<file path="config.mk">
export PLATFORM = sky130hd
export DESIGN_NAME = pipe_ctrl
export DESIGN_NICKNAME = d
export VERILOG_FILES = /design/src/rtl/pipe_pkg.sv /design/src/rtl/hazard_detect.sv /design/src/rtl/pipe_ctrl.sv
export SDC_FILE = /design/constraint.sdc
export NUM_CORES = 1
export LEC_CHECK = 0
export ABC_AREA = 1
export CORE_ASPECT_RATIO = 0.6
export CORE_UTILIZATION = 40
export CTS_BUF_LIST = sky130_fd_sc_hd__clkbuf_2 sky130_fd_sc_hd__clkbuf_4 sky130_fd_sc_hd__clkbuf_8
export CTS_CLUSTER_DIAMETER = 40
export DETAILED_ROUTE_END_ITERATION = 10
export PLACE_DENSITY = 0.66
export SLEW_MARGIN = 20
export SYNTH_ARGS = -nofsm -noshare
export SYNTH_HDL_FRONTEND = slang
export SYNTH_SLANG_ARGS = --single-unit
</file>
<file path="constraint.sdc">
create_clock -name clk -period 2.16 [get_ports clk]
set_input_delay 0.216 -clock clk [delete_from_list [all_inputs] [get_ports clk]]
set_output_delay 0.216 -clock clk [all_outputs]
set_load 0.03 [all_outputs]
</file>
<file path="src/rtl/pipe_pkg.sv">
// Shared types and RV32I opcode constants for the pipeline controller and decoder.
package pipe_pkg;

    typedef enum logic [1:0] {
        RUN      = 2'd0,
        MEM_WAIT = 2'd1,
        DRAIN    = 2'd2,
        TRAP     = 2'd3
    } ctrl_state_e;

    typedef enum logic [1:0] {
        FWD_RF    = 2'd0,
        FWD_EXMEM = 2'd1,
        FWD_MEMWB = 2'd2
    } fwd_sel_e;

    typedef enum logic [1:0] {
        PC_PLUS4 = 2'd0,
        PC_EX    = 2'd1,
        PC_TRAP  = 2'd2
    } pc_sel_e;

    localparam logic [6:0] OPC_LUI      = 7'b0110111;
    localparam logic [6:0] OPC_AUIPC    = 7'b0010111;
    localparam logic [6:0] OPC_JAL      = 7'b1101111;
    localparam logic [6:0] OPC_JALR     = 7'b1100111;
    localparam logic [6:0] OPC_BRANCH   = 7'b1100011;
    localparam logic [6:0] OPC_LOAD     = 7'b0000011;
    localparam logic [6:0] OPC_STORE    = 7'b0100011;
    localparam logic [6:0] OPC_OP_IMM   = 7'b0010011;
    localparam logic [6:0] OPC_OP       = 7'b0110011;
    localparam logic [6:0] OPC_MISC_MEM = 7'b0001111;
    localparam logic [6:0] OPC_SYSTEM   = 7'b1110011;

endpackage

</file>
<file path="src/rtl/hazard_detect.sv">
// RAW / load-use comparator for the instruction in ID; forwarding selects when
// PIPE_CTRL_FWD_EN is defined, otherwise every RAW match becomes a stall.
module hazard_detect
    import pipe_pkg::*;
#(
    parameter int unsigned REGW = 5
) (
    input  logic [REGW-1:0] id_rs1,
    input  logic [REGW-1:0] id_rs2,
    input  logic            id_use_rs1,
    input  logic            id_use_rs2,
    input  logic            v_ex,
    input  logic            v_mem,
    input  logic            v_wb,
    input  logic [REGW-1:0] ex_rd,
    input  logic [REGW-1:0] mem_rd,
    input  logic [REGW-1:0] wb_rd,
    input  logic            ex_we,
    input  logic            mem_we,
    input  logic            wb_we,
    input  logic            ex_is_load,
    output logic            load_use,
    output logic            raw_stall,
    output fwd_sel_e        fwd_a,
    output fwd_sel_e        fwd_b
);

    // A producer only counts if it is a live writer of a non-x0 register.
    function automatic logic hit(input logic [REGW-1:0] rs, input logic use_rs,
                                 input logic v, input logic we, input logic [REGW-1:0] rd);
        return use_rs & v & we & (rd != '0) & (rs == rd);
    endfunction

    logic ex_a, ex_b, mem_a, mem_b, wb_a, wb_b;

    assign ex_a  = hit(id_rs1, id_use_rs1, v_ex,  ex_we,  ex_rd);
    assign ex_b  = hit(id_rs2, id_use_rs2, v_ex,  ex_we,  ex_rd);
    assign mem_a = hit(id_rs1, id_use_rs1, v_mem, mem_we, mem_rd);
    assign mem_b = hit(id_rs2, id_use_rs2, v_mem, mem_we, mem_rd);
    assign wb_a  = hit(id_rs1, id_use_rs1, v_wb,  wb_we,  wb_rd);
    assign wb_b  = hit(id_rs2, id_use_rs2, v_wb,  wb_we,  wb_rd);

    assign load_use = ex_is_load & (ex_a | ex_b);

`ifdef PIPE_CTRL_FWD_EN
    // WB needs no path: the register file writes before ID reads it.
    assign raw_stall = 1'b0;
    assign fwd_a = ex_a ? FWD_EXMEM : (mem_a ? FWD_MEMWB : FWD_RF);
    assign fwd_b = ex_b ? FWD_EXMEM : (mem_b ? FWD_MEMWB : FWD_RF);
`else
    assign raw_stall = ex_a | ex_b | mem_a | mem_b | wb_a | wb_b;
    assign fwd_a = FWD_RF;
    assign fwd_b = FWD_RF;
`endif

endmodule

</file>
<file path="src/rtl/pipe_ctrl.sv">
// Five-stage pipeline sequencer: valid bits, stall/flush/PC-select and trap entry.
// Operand forwarding is enabled by defining PIPE_CTRL_FWD_EN.
module pipe_ctrl
    import pipe_pkg::*;
#(
    parameter int unsigned XLEN = 32,
    parameter int unsigned REGW = 5
) (
    input  logic            clk,
    input  logic            rst,
    input  logic            if_valid,
    input  logic [REGW-1:0] id_rs1,
    input  logic [REGW-1:0] id_rs2,
    input  logic            id_use_rs1,
    input  logic            id_use_rs2,
    input  logic            id_is_sys,
    input  logic [REGW-1:0] ex_rd,
    input  logic [REGW-1:0] mem_rd,
    input  logic [REGW-1:0] wb_rd,
    input  logic            ex_we,
    input  logic            mem_we,
    input  logic            wb_we,
    input  logic            ex_is_load,
    input  logic            ex_redirect,
    input  logic            mem_req,
    input  logic            mem_ready,
    output logic            v_id,
    output logic            v_ex,
    output logic            v_mem,
    output logic            v_wb,
    output logic            if_stall,
    output logic            id_stall,
    output logic            ex_bubble,
    output logic            id_flush,
    output logic            freeze,
    output logic [1:0]      pc_sel,
    output logic            trap_req,
    output logic [1:0]      fwd_a,
    output logic [1:0]      fwd_b,
    output logic [XLEN-1:0] stall_cnt
);

    ctrl_state_e state;
    logic        load_use, raw_stall;
    fwd_sel_e    fwd_a_hd, fwd_b_hd;

    hazard_detect #(.REGW(REGW)) u_hazard (
        .id_rs1     (id_rs1),
        .id_rs2     (id_rs2),
        .id_use_rs1 (id_use_rs1),
        .id_use_rs2 (id_use_rs2),
        .v_ex       (v_ex),
        .v_mem      (v_mem),
        .v_wb       (v_wb),
        .ex_rd      (ex_rd),
        .mem_rd     (mem_rd),
        .wb_rd      (wb_rd),
        .ex_we      (ex_we),
        .mem_we     (mem_we),
        .wb_we      (wb_we),
        .ex_is_load (ex_is_load),
        .load_use   (load_use),
        .raw_stall  (raw_stall),
        .fwd_a      (fwd_a_hd),
        .fwd_b      (fwd_b_hd)
    );

    // The release cycle of MEM_WAIT is an ordinary flowing cycle, same as RUN.
    logic run_like, mem_busy, pipe_empty, sys_hold, hazard;

    assign run_like   = (state == RUN) | (state == MEM_WAIT);
    assign mem_busy   = (state == MEM_WAIT) ? ~mem_ready : (v_mem & mem_req & ~mem_ready);
    assign pipe_empty = ~v_ex & ~v_mem & ~v_wb;
    assign sys_hold   = run_like & v_id & id_is_sys;
    assign hazard     = v_id & (load_use | raw_stall);

    assign fwd_a = rst ? 2'(FWD_RF) : 2'(fwd_a_hd);
    assign fwd_b = rst ? 2'(FWD_RF) : 2'(fwd_b_hd);

    // Event priority: freeze, redirect, trap, then drain/hazard stalls.
    always_comb begin
        if_stall  = 1'b0;
        id_stall  = 1'b0;
        ex_bubble = 1'b0;
        id_flush  = 1'b0;
        freeze    = 1'b0;
        trap_req  = 1'b0;
        pc_sel    = 2'(PC_PLUS4);
        if (rst) begin
            id_flush  = 1'b1;
            ex_bubble = 1'b1;
        end else if (mem_busy) begin
            freeze = 1'b1;
        end else if (ex_redirect) begin
            pc_sel    = 2'(PC_EX);
            id_flush  = 1'b1;
            ex_bubble = 1'b1;
        end else if (state == TRAP) begin
            pc_sel    = 2'(PC_TRAP);
            trap_req  = 1'b1;
            id_flush  = 1'b1;
            ex_bubble = 1'b1;
        end else if ((state == DRAIN) | sys_hold | hazard) begin
            if_stall  = 1'b1;
            id_stall  = 1'b1;
            ex_bubble = 1'b1;
        end
    end

    always_ff @(posedge clk) begin
        if (rst) begin
            state     <= RUN;
            v_id      <= 1'b0;
            v_ex      <= 1'b0;
            v_mem     <= 1'b0;
            v_wb      <= 1'b0;
            stall_cnt <= '0;
        end else begin
            if (if_stall | freeze) stall_cnt <= stall_cnt + XLEN'(1);
            if (!freeze) begin
                v_wb  <= v_mem;
                v_mem <= v_ex;
                v_ex  <= v_id & ~ex_bubble;
                v_id  <= id_stall ? v_id : (if_valid & ~id_flush);
            end
            case (state)
                RUN, MEM_WAIT: begin
                    if (mem_busy)                     state <= MEM_WAIT;
                    else if (sys_hold & ~ex_redirect) state <= DRAIN;
                    else                              state <= RUN;
                end
                DRAIN: begin
                    if (!mem_busy) begin
                        if (ex_redirect)     state <= RUN;
                        else if (pipe_empty) state <= TRAP;
                    end
                end
                default: state <= RUN;
            endcase
        end
    end

endmodule

</file>
======== Word level (Yosys, flattened, before mapping) ========
Cells that the tools add are included.
operators by class
  add/subtract/negate cells ............... 1
  equality and inequality tests ........... 11
  bitwise logic cells ..................... 54
  multiplexer cells ....................... 29
  reduce and logical (&&, ||, !) cells .... 7
operators with widths
  kind                                           number
  AND 1 bit                                      35
  adder 32 x 1 -> 32 bit, second input constant  1
  == test 5 bit                                  6
  2-to-1 mux 1 bit                               19
  2-to-1 mux 2 bit                               9
  nonzero test 5 bit                             3
  bitwise OR 1 bit                               10
  NOT 1 bit                                      9
  == test 2 bit, second input constant           2
  one-hot mux 2 bit (2 select lines)             1
  AND reduction 2 bit                            2
  != test 3 bit, second input constant           1
  == test 2 x 1 -> 1 bit, second input constant  1
  zero test 2 bit                                1
  != test 2 bit, second input constant           1
  OR reduction 2 bit                             1
word-level totals
  output and inout port bits .............. 48
  register bits ........................... 38
  input bits .............................. 38
  word-level logic and storage cells ...... 108

======== Logic depth before layout (Yosys ltp) ========
Gate-level depths: netlist of the first run.
  word-level depth ........................ 19
  gate-level depth with buffers ........... 15
  depth with buffers taken out ............ 15

======== Hierarchy ========
Synthesis of the first run repeated with hierarchy kept, for this count alone.
second synthesis, totals
  cells, all modules ...................... 562
  area total of the unflattened synthesis .. 3074.2 sq um
by module, submodules not included
  module         area an instance (sq um)  times used  sequential area each (sq um)  cells an instance
  pipe_ctrl      2422.3                    1           760.7                         403
  hazard_detect  651.9                     1           0.0                           159

======== Worst setup path after synthesis of the first run ========
OpenSTA, ideal clock, no wires.
  kind .................................... reg-to-output
  from .................................... register v_wb
  to ...................................... output port if_stall
  required time ........................... 1.944 ns
  path slack .............................. 0.094 ns
  cell stages (with the launch flop) ...... 15
  path buffers ............................ 2
  data arrival time ....................... 1.850 ns
  path through ............................ dfxtp_1 -> nand2_1 -> inv_2 -> nand2_1 -> nor2_1 -> nand3_1 -> nand2_1 -> nand2_1 -> nand3_2 -> nand2_2 -> nand2_2 -> nand2_4 -> buf_4 -> inv_1 -> buf_4
between the ends
  longest elaborated chain between the ends .. 14
  elaborated cells on any way between the ends .. 18
  classes of those cells .................. mux (5); bitwise (13)
ends and longest elaborated chain
  item                               RTL line             text
  start, declared                    pipe_ctrl.sv:30      output logic v_wb,
  start signal, assigned             pipe_ctrl.sv:121     v_wb <= v_mem;
  AND 1 bit (4 in a row)             hazard_detect.sv:31  return use_rs & v & we & (rd != '0) & (rs == rd);
  bitwise OR 1 bit                   hazard_detect.sv:51  assign raw_stall = ex_a | ex_b | mem_a | mem_b | wb_a | wb_b;
  bitwise OR 1 bit (*)               hazard_detect.sv:51
  bitwise OR 1 bit (*)               pipe_ctrl.sv:75      assign hazard = v_id & (load_use | raw_stall);
  AND 1 bit (*)                      pipe_ctrl.sv:75
  bitwise OR 1 bit (*)               pipe_ctrl.sv:103     end else if ((state == DRAIN) | sys_hold | hazard) begin
  2-to-1 mux 1 bit (*) (5 in a row)  --
  end, declared                      pipe_ctrl.sv:31      output logic if_stall,
Every way passes the cells marked *; elsewhere a longest branch is shown, timed or not.

======== Final worst setup path of the first run ========
  from .................................... input port wb_we
  to ...................................... output port ex_bubble
between the ends
  longest elaborated chain between the ends .. 13
  elaborated cells on any way between the ends .. 16
  classes of those cells .................. mux (5); bitwise (11)
ends and longest elaborated chain
  item                    RTL line             text
  start, declared         pipe_ctrl.sv:22      input logic wb_we,
  AND 1 bit (3 in a row)  hazard_detect.sv:31
  bitwise OR 1 bit        hazard_detect.sv:51
  bitwise OR 1 bit (*)    hazard_detect.sv:51
  bitwise OR 1 bit (*)    pipe_ctrl.sv:75
  AND 1 bit (*)           pipe_ctrl.sv:75
  bitwise OR 1 bit (*)    pipe_ctrl.sv:103
  2-to-1 mux 1 bit (*)    pipe_ctrl.sv:103
  2-to-1 mux 1 bit (*)    pipe_ctrl.sv:98      end else if (state == TRAP) begin
  2-to-1 mux 1 bit (*)    pipe_ctrl.sv:94      end else if (ex_redirect) begin
  2-to-1 mux 1 bit (*)    pipe_ctrl.sv:92      end else if (mem_busy) begin
  2-to-1 mux 1 bit (*)    pipe_ctrl.sv:89      if (rst) begin
  end, declared           pipe_ctrl.sv:33      output logic ex_bubble,
Marks and branches as above.

==> flow_metrics.env, run 1 <==
export IMPL_status="completed"
export IMPL_initial_core_util_pct=42.6
export IMPL_grt_max_degree=31
export IMPL_dp_final_hpwl_um=8240
export IMPL_seqPwrFrac_pct=46.0
export IMPL_worstReg2RegEnd="stall_cnt[30]"
export IMPL_min_path_cells=2
export IMPL_place_gp_congestion=0.958
export IMPL_finalMaxSlewViolations=0
export IMPL_grt_ovfl_total=0
export IMPL_fin_crit_ns=2.06
export IMPL_hold_path_endpoint="state[1]"
export IMPL_rsz0062_at_grt="false"
export IMPL_relSlewSlack_pct=66.4
export IMPL_yosys_warnings=0
export IMPL_r2r_cells=9
export IMPL_p_int_mw=1.09
export IMPL_drtIter0Drc=308
export IMPL_layout_nets=629
export IMPL_totalNegativeSetupSlack_ns=0
export IMPL_cts_path_max_buffers=2
export IMPL_powerDensity_nw_per_um2=359
export IMPL_viasPerCell=5.08
export IMPL_ys_ff_latch=38
export IMPL_cts_root_buf="clkbuf_8"
export IMPL_synth_area_per_cell_um2=6.37
export IMPL_cp_end_kind="output port"
export IMPL_criticalPathCategory="input port to output port"
export IMPL_dp_cells=685
export IMPL_stdcell_area_um2=4290
export IMPL_clk_pin_slew_worst_paths_ns=0.08
export IMPL_rrSetupSlack_ns=0.21
export IMPL_pwr_share_comb_pct=18.3
export IMPL_finalHoldViolCount=0
export IMPL_dieArea_um2=8340
export IMPL_hold_buffers=0
export IMPL_drc_errors=0
export IMPL_io_pins=86
export IMPL_wirelength_um=10200
export IMPL_cp_arrival_ns=1.84
export IMPL_diodes=0
export IMPL_synth_cell_types=33
export IMPL_final_cell_count_no_fill=695
export IMPL_drive_above_1_share_pct=22.7
export IMPL_seq_area_frac_synth_pct=23.9
export IMPL_grt_total_usage_pct=25.8
export IMPL_cp_start_kind="input port"
export IMPL_clock_skew_ns=0.00754
export IMPL_rows=24
export IMPL_grt_pass1_wl_um=16500
export IMPL_critPathRequiredTime_ns=1.94
export IMPL_core_um2=7480
export IMPL_cts_num_sinks=38
export IMPL_htreeDepth=2
export IMPL_die_h_um=71.1
export IMPL_ir_drop_v=0.000260
export IMPL_ant_nets=0
export IMPL_wl_per_cell_um=14.7
export IMPL_numCtsBuffers=5
export IMPL_firstDrtPassIters=4
export IMPL_power_share_switching_pct=29.5
export IMPL_tritoncts="built"
export IMPL_clk_latency_ns=0.30
export IMPL_syn_to_final_growth_pct=34.8
export IMPL_cp_max_fo=2
export IMPL_fin_util_pct=57.4
export IMPL_antenna_found_initial=0
export IMPL_min_from="rst"
export IMPL_clock_power_share_pct=35.7
export IMPL_finalCritPeriodShare_pct=95.3
export IMPL_setup_viol_count_final=0
export IMPL_r2r_start="stall_cnt[0]"
export IMPL_grt_pass1_vias=3156
export IMPL_dpl_instance_area_um2=4120
export IMPL_cellLeakagePower_nw=1.92
export IMPL_die_x_um=117
export IMPL_fmax_mhz=486
export IMPL_mappedNetlistArea_um2=3190
export IMPL_tightestPinTransition_ns=0.504
export IMPL_io_buffer_count=80
export IMPL_vias=3534
export IMPL_hold_path_class="input port to flip-flop"
export IMPL_synthCells=500
export IMPL_switchingPower_uw=455
export IMPL_cap_viol_max_count=0
## cell usage in the layout, fill, tap and decap left out, types with 4 or more instances in the layout
cell type and n:
conb_1 4, nand2_1 135, clkbuf_8 6, inv_2 21, nand3_1 52, xnor2_1 8
nor2_2 10, inv_1 31, dfxtp_1 37, nor2_1 48, xor2_1 23, nand4_1 5
o21ai_1 5, a21oi_2 29, clkdlybuf4s50_1 44, dlygate4sd2_1 15, nor4_1 6, nor3_1 16
buf_4 20, dlymetal6s2s_1 17, nand2_2 32
## flip-flops by register name, summed over array words and instances (netlist names)
signal	flops
stall_cnt	32
state	2
v_ex	1
v_id	1
v_mem	1
v_wb	1
## power groups by stage
stage	registers [mW]	clock network, mW	logic, mW
finish	0.709	0.550	0.282
global route	0.710	0.589	0.307
CTS	0.709	0.552	0.277
detailed placement	0.725	0	0.282
global placement	0.726	0	0.280
floorplan	0.731	0	0.143
## logic make-up (layout without fill, tap and decap cells)
kind of cell,count (synthesis),count (layout),synth area share [%]
simple gates,312,312,45.1
buf+inv,73,161,11.4
compound gates,44,44,10.7
flops,38,38,23.9
xor+xnor,31,31,8.52
fa+ha+maj,1,1,0.393
other cells,1,4,0.118
## how the worst max path moves through the flow
stage	from	end	slack (ns)	cells past startpoint
2_1_floorplan	v_wb	if_stall	0.09	14
3_3_place_gp	mem_rd[4]	stall_cnt[14]	-0.20	12
3_5_place_dp	mem_rd[4]	stall_cnt[4]	-0.21	12
4_1_cts	id_rs2[2]	ex_bubble	0.005	15
5_1_grt	wb_we	ex_bubble	0.003	15
6_report	wb_we	ex_bubble	0.10	15
## repair_timing
| action | in CTS | in global routing |
|---|---|---|
| pin swaps | 0 | 5 |
| setup buffers | 0 | 2 |
| resized for setup | 21 | 28 |
| setup endpoints to repair | 5 | 13 |
## Yosys cell counts (all sizes together)
library cell,n,area share [%]
nor3,18,3.3
o221ai,1,0.27
conb,1,0.12
xor2,23,6.3
a21boi,1,0.24
nor4,7,1.6
nand2,170,23
a21oi,32,8.4
dfxtp,38,24
inv,52,6.1
o22ai,2,0.39
o21ai,6,0.94
nor2,58,7.1
a31oi,2,0.39
xnor2,8,2.2
buf,16,4.6
ha,1,0.39
nand4,5,0.98
clkbuf,5,0.59
nand3,54,8.8
## layout make-up
class,instances,area [um2]
Fill cell,758,3180
Multi-Input combinational cell,392,2110
Timing Repair Buffer,101,1000
Sequential cell,38,762
Inverter,52,195
Tap cell,104,130
Clock buffer,7,90.1
Clock inverter,1,5.00
## stage by stage
stage          power, mW  setup slack (ns)  hold slack, ns
2_1_floorplan      0.874            0.0945           0.354
3_3_place_gp        1.01            -0.205           0.504
3_5_place_dp        1.01            -0.214           0.504
4_1_cts             1.54           0.00502           0.251
5_1_grt             1.61           0.00323           0.274
6_report            1.54             0.102           0.243
## worst max-delay path: stages
cell and delay (ns):
clkdlybuf4s50_1 0.46, nand2_1 0.06, inv_2 0.06, nand2_1 0.06, nor2_2 0.14, nand3_1 0.09
nand2_1 0.07, nand2_1 0.07, nand3_2 0.07, nand2_2 0.07, buf_4 0.14, nand3_1 0.07
nand2_2 0.08, inv_2 0.07, buf_6 0.12
## metal layers
metal / part of all wire, % / vias to the layer above / global-route usage (%)
met4: 0.21 / 0 / 2.11
met5: 0 / - / 0
met1: 56 / 1639 / 43.9
met2: 36 / 124 / 31.8
li1: - / 1769 / -
met3: 8.0 / 2 / 6.51
No activity file was read; power rests on OpenSTA's default activity.
==> inputs of run 2 (changes only) <==
- CORE_MARGIN: default -> 2
- REMOVE_ABC_BUFFERS: default -> 1
==> run 2 against run 1 <==
Effect of this change:
- global-route usage decreased by 1.3 points
- fmax down 0.49%
- die area up 4.6%
- critical path type unchanged
- power up 6.7%
- count of clock-buffer cells in the layout down 2
- first-iteration DRC count grew 7.5%
- clock power is 17% higher
- sequential cell count unchanged
- sequential share of layout area down 0.15 points
==> flow_metrics.env, run 2 (same netlist as run 1, synthesis figures left out) <==
export IMPL_stdcell_area_um2=4340
export IMPL_final_cell_mix="nand2_1, clkdlybuf4s50_1, nand3_1"
export IMPL_fin_crit_ns=2.07
export IMPL_criticalPathCategory="input port to output port"
export IMPL_wirelength_um=10300
export IMPL_regArea_um2=763
export IMPL_cap_viol_max_count=0
export IMPL_clock_skew_ns=0.00779
export IMPL_relSlewSlack_pct=64.5
export IMPL_final_critical_path_setup_slack_ns=0.0922
export IMPL_cp_arrival_ns=1.85
export IMPL_rsz0062_at_grt="false"
export IMPL_dpl_instance_area_um2=4140
export IMPL_layout_nets=625
export IMPL_crit_slowest_cell="clkdlybuf4s50_1"
export IMPL_top_layer="met4"
export IMPL_rows=25
export IMPL_clk_latency_ns=0.31
export IMPL_finalCritPeriodShare_pct=95.7
export IMPL_max_stage_delay_ns=0.54
export IMPL_crit_chain="clkdlybuf4s50_1 -> nand3_1 -> nor2_1 -> nand3_1 -> nand2_1 -> nand2_1 -> nand3_2 -> nand2_2 -> nand2_4 -> nand2_8 -> inv_4 -> buf_6"
export IMPL_ant_nets=0
export IMPL_syn_to_final_growth_pct=36.1
export IMPL_wl_per_cell_um=14.9
export IMPL_viasPerCell=4.97
export IMPL_die_h_um=73.1
export IMPL_firstDrtPassIters=6
export IMPL_initial_core_util_pct=40.9
export IMPL_numCtsBuffers=5
export IMPL_antenna_found_initial=0
export IMPL_layout_commonest_cell="nand2_1"
export IMPL_setup_viol_count_final=0
export IMPL_regMostFlops="stall_cnt"
export IMPL_total_power_mw=1.64
export IMPL_multiInputGateArea_um2=2110
export IMPL_tritoncts="built"
export IMPL_cts_num_sinks=38
export IMPL_status="completed"
export IMPL_diodes=0
export IMPL_fmax_mhz=484
export IMPL_drive_above_1_share_pct=21.5
export IMPL_htreeDepth=2
export IMPL_largest_reg_flops=32
export IMPL_drc_errors=0
export IMPL_cts_path_max_buffers=2
export IMPL_place_gp_congestion=0.995
export IMPL_drtIter0Drc=331
export IMPL_grt_pass1_wl_um=16600
export IMPL_critPathRequiredTime_ns=1.94
export IMPL_core_um2=7790
export IMPL_tightestPinTransition_ns=0.532
export IMPL_io_buffer_count=80
export IMPL_nFillCells=753
export IMPL_cp_start_kind="input port"
export IMPL_ir_drop_v=0.000190
export IMPL_grt_ovfl_total=0
export IMPL_cp_end_kind="output port"
export IMPL_cp_max_fo=7
export IMPL_wl_met2_um=3740
export IMPL_top_regs="stall_cnt x32, state x2"
export IMPL_finalMaxSlewViolations=0
export IMPL_cellLeakagePower_nw=1.88
export IMPL_totalNegativeSetupSlack_ns=0
export IMPL_met1_length_um=5510
export IMPL_io_pins=86
export IMPL_grt_total_usage_pct=24.5
export IMPL_rrSetupSlack_ns=0.26
export IMPL_die_x_um=119
export IMPL_met3_length_um=1030
export IMPL_dieArea_um2=8720
export IMPL_cts_root_buf="clkbuf_8"
export IMPL_place_ws_ns=-0.163
export IMPL_powerDensity_nw_per_um2=379
export IMPL_grt_max_degree=31
export IMPL_vias=3451
export IMPL_grt_pass1_vias=3128
export IMPL_dp_final_hpwl_um=8210
export IMPL_clk_pin_slew_worst_paths_ns=0.09
export IMPL_hold_path_class="input port to flip-flop"
export IMPL_cts_setup_buffers=0
export IMPL_fin_util_pct=55.7
export IMPL_finalHoldViolCount=0
[run 2: cell count changes in the layout (fill, tap and decap cells not counted), sizes merged]
cell           change
buf                -4
bufinv             +1
clkbuf             -2
clkdlybuf4s50     +13
clkinv             -1
clkinvlp           +2
dlygate4sd2       -10
dlymetal6s2s       -3
[run 2: worst paths after layout]
path / start / endpoint / cells after the start
worst max-delay path: id_use_rs2 / if_stall / 12
worst min-delay path: rst / state[1] / 2
worst max register to register: stall_cnt[1] / stall_cnt[30] / 9
worst min register to register: v_wb / v_wb / 2
[run 2: what timing repair did]
action | in CTS | in global routing
pin swaps | 0 | 1
resized for setup | 9 | 25
setup endpoints to repair | 4 | 6
hold buffers | 0 | 0
[run 2: through the flow]
stage	instances	hold slack (ns)
finish	695	0.253
global placement	687	0.500
CTS	695	0.248
floorplan	482	0.278
detailed placement	687	0.518
global route	695	0.265
[run 2: metal layers]
layer / up-vias / global-route usage, %
met2: 134 / 30.8
met1: 1552 / 39.9
met4: 0 / 3.84
met3: 7 / 6.95
li1: 1758 / -
met5: - / 0
[run 2: cell type report]
cell class / count / area share, %
tap: 108 / 3.12
multi-input combinational: 392 / 48.7
clock buffer: 5 / 1.59
inverter: 52 / 4.56
sequential: 38 / 17.6
clock inverter: 3 / 1.04
timing repair buffer: 97 / 23.4
[run 2: report_power, final]
group          internal, mW  leakage (nW)  switching, mW
clock network         0.344        0.0504          0.300
registers             0.704         0.307        0.00550
logic                 0.121          1.52          0.170
total                  1.17          1.88          0.475
[run 2: worst max-delay path: cells and delay by family]
kind,cells,cell delay (ns)
and+or+nand+nor,9,0.89
buffers and inverters,3,0.74
==> inputs of run 3 (changes only) <==
- MAX_ROUTING_LAYER: default -> met4
==> run 3 against run 2 <==
Effect of this change:
- critical path depth grew 1
- count of clock-buffer cells in the layout rose by 2
- power rose by 0.52%
- non-clock buffer count is 2 higher
- clock skew rose by 0.0052 ns
- sequential cell count is the same
- highest routed layer unchanged
- core utilization grew 0.22 points
- final area grew 0.40%
- wire length rose by 0.58%
- sequential power barely moved
- combinational power hardly changed
- fmax rose by 1.6%
- critical path type unchanged
==> flow_metrics.env, run 3 (same netlist as run 1, synthesis figures left out) <==
export IMPL_total_power_mw=1.65
export IMPL_clk_latency_ns=0.31
export IMPL_tightestPinTransition_ns=0.529
export IMPL_cap_viol_max_count=0
export IMPL_grt_pass1_wl_um=16500
export IMPL_layout_commonest_cell="nand2_1"
export IMPL_clk_pin_slew_worst_paths_ns=0.08
export IMPL_dieArea_um2=8720
export IMPL_io_buffer_count=80
export IMPL_ant_nets=0
export IMPL_cellLeakagePower_nw=1.89
export IMPL_viasPerCell=5.04
export IMPL_dp_final_hpwl_um=8210
export IMPL_final_cell_mix="nand2_1, clkdlybuf4s50_1, nand3_1"
export IMPL_drtIter0Drc=307
export IMPL_cts_num_sinks=38
export IMPL_final_critical_path_setup_slack_ns=0.124
export IMPL_crit_slowest_cell="clkdlybuf4s50_1"
export IMPL_fin_crit_ns=2.04
export IMPL_diodes=0
export IMPL_place_gp_congestion=0.980
export IMPL_antenna_found_initial=0
export IMPL_fmax_mhz=491
export IMPL_drc_errors=0
export IMPL_wl_per_cell_um=14.9
export IMPL_relSlewSlack_pct=64.7
export IMPL_cp_arrival_ns=1.82
export IMPL_hold_buffers=0
export IMPL_setup_viol_count_final=0
export IMPL_rows=25
export IMPL_drive_above_1_share_pct=22.1
export IMPL_wirelength_um=10400
export IMPL_finalCritPeriodShare_pct=94.3
export IMPL_ir_drop_v=0.000304
export IMPL_regMostFlops="stall_cnt"
export IMPL_cp_start_kind="input port"
export IMPL_grt_max_degree=31
export IMPL_place_ws_ns=-0.191
export IMPL_dp_cells=687
export IMPL_core_um2=7790
export IMPL_powerDensity_nw_per_um2=380
export IMPL_cts_path_max_buffers=2
export IMPL_cp_max_fo=4
export IMPL_crit_chain="clkdlybuf4s50_1 -> inv_2 -> o21ai_1 -> nor2_4 -> nand3_1 -> nand2_1 -> nand2_2 -> nand3_2 -> nand2_2 -> nand3_1 -> nand2_1 -> inv_2 -> buf_6"
export IMPL_largest_reg_flops=32
export IMPL_die_h_um=73.1
export IMPL_tritoncts="built"
export IMPL_htreeDepth=2
export IMPL_final_cell_count_no_fill=697
export IMPL_top_regs="stall_cnt x32, state x2"
export IMPL_layout_nets=627
export IMPL_cp_end_kind="output port"
export IMPL_nFillCells=766
export IMPL_initial_core_util_pct=40.9
export IMPL_numCtsBuffers=5
export IMPL_finalMaxSlewViolations=0
export IMPL_grt_ovfl_total=0
export IMPL_firstDrtPassIters=5
export IMPL_finalHoldViolCount=0
export IMPL_criticalPathCategory="input port to output port"
export IMPL_syn_to_final_growth_pct=36.7
export IMPL_io_pins=86
export IMPL_status="completed"
export IMPL_max_stage_delay_ns=0.49
export IMPL_die_x_um=119
export IMPL_hold_path_class="input port to flip-flop"
export IMPL_clock_skew_ns=0.0130
export IMPL_vias=3515
export IMPL_grt_total_usage_pct=25.2
export IMPL_grt_pass1_vias=3211
export IMPL_fin_util_pct=55.9
export IMPL_cts_root_buf="clkbuf_8"
export IMPL_critPathRequiredTime_ns=1.94
run 3: cell types whose count changed in the layout (fill, tap and decap cells not counted), moves of 2 or more:
cell        delta
inv_1          -2
nand2_2        +2
nand2_1        -2
clkbuf_4       +2
clkinvlp_4     -2
inv_2          +2
buf_4          +2
run 3: area by class of cell:
type | count | area (um2) | area share (%)
Clock inverter | 1 | 30.0 | 0.690
Tap cell | 108 | 135 | 3.10
Sequential cell | 38 | 762 | 17.5
Multi-Input combinational cell | 392 | 2110 | 48.6
Inverter | 52 | 198 | 4.54
Timing Repair Buffer | 99 | 1030 | 23.7
Clock buffer | 7 | 83.8 | 1.93
run 3: what timing repair did:
action,in CTS,in global routing
gates resized for setup,7,28
setup buffers,0,2
gates cloned,0,0
pin swaps,0,3
hold endpoints to repair,0,0
setup endpoints to repair,5,6
run 3: final timing paths:
check,startpoint,endpoint,slack (ns),cells after the start
worst max-delay path,id_rs2[3],ex_bubble,0.12,13
worst min-delay path,rst,state[1],0.26,2
worst max register to register,stall_cnt[1],stall_cnt[30],0.22,9
worst min register to register,v_wb,v_wb,0.51,2
run 3: report_power, final:
part,internal [mW],switching [mW]
logic,0.123,0.169
clock network,0.371,0.280
registers,0.704,0.00544
total,1.20,0.455
run 3: routing by layer:
metal / track usage [%] / part of all wire, % / up-vias
met5: - / 0 / -
met4: 4.23 / 0.69 / 0
met3: 6.17 / 8.3 / 8
met2: 32.7 / 37 / 139
met1: 38.6 / 54 / 1602
li1: - / - / 1766
run 3: critical path, delay by kind of cell:
kind,cells,cell delay [ns]
AOI/OAI and AO/OA,1,0.20
buffers and inverters,4,0.73
and+or+nand+nor,8,0.67
run 3: metrics by stage:
| stage | hold slack, ns | area [um2] | setup TNS [ns] |
|---|---|---|---|
| final | 0.261 | 4350 | 0 |
| after global routing | 0.256 | 4350 | -0.0101 |
| after CTS | 0.257 | 4260 | 0 |
| after detailed placement | 0.507 | 4140 | -5.72 |
| after global placement | 0.500 | 4140 | -4.42 |
| after floorplan | 0.278 | 3030 | -6.19 |
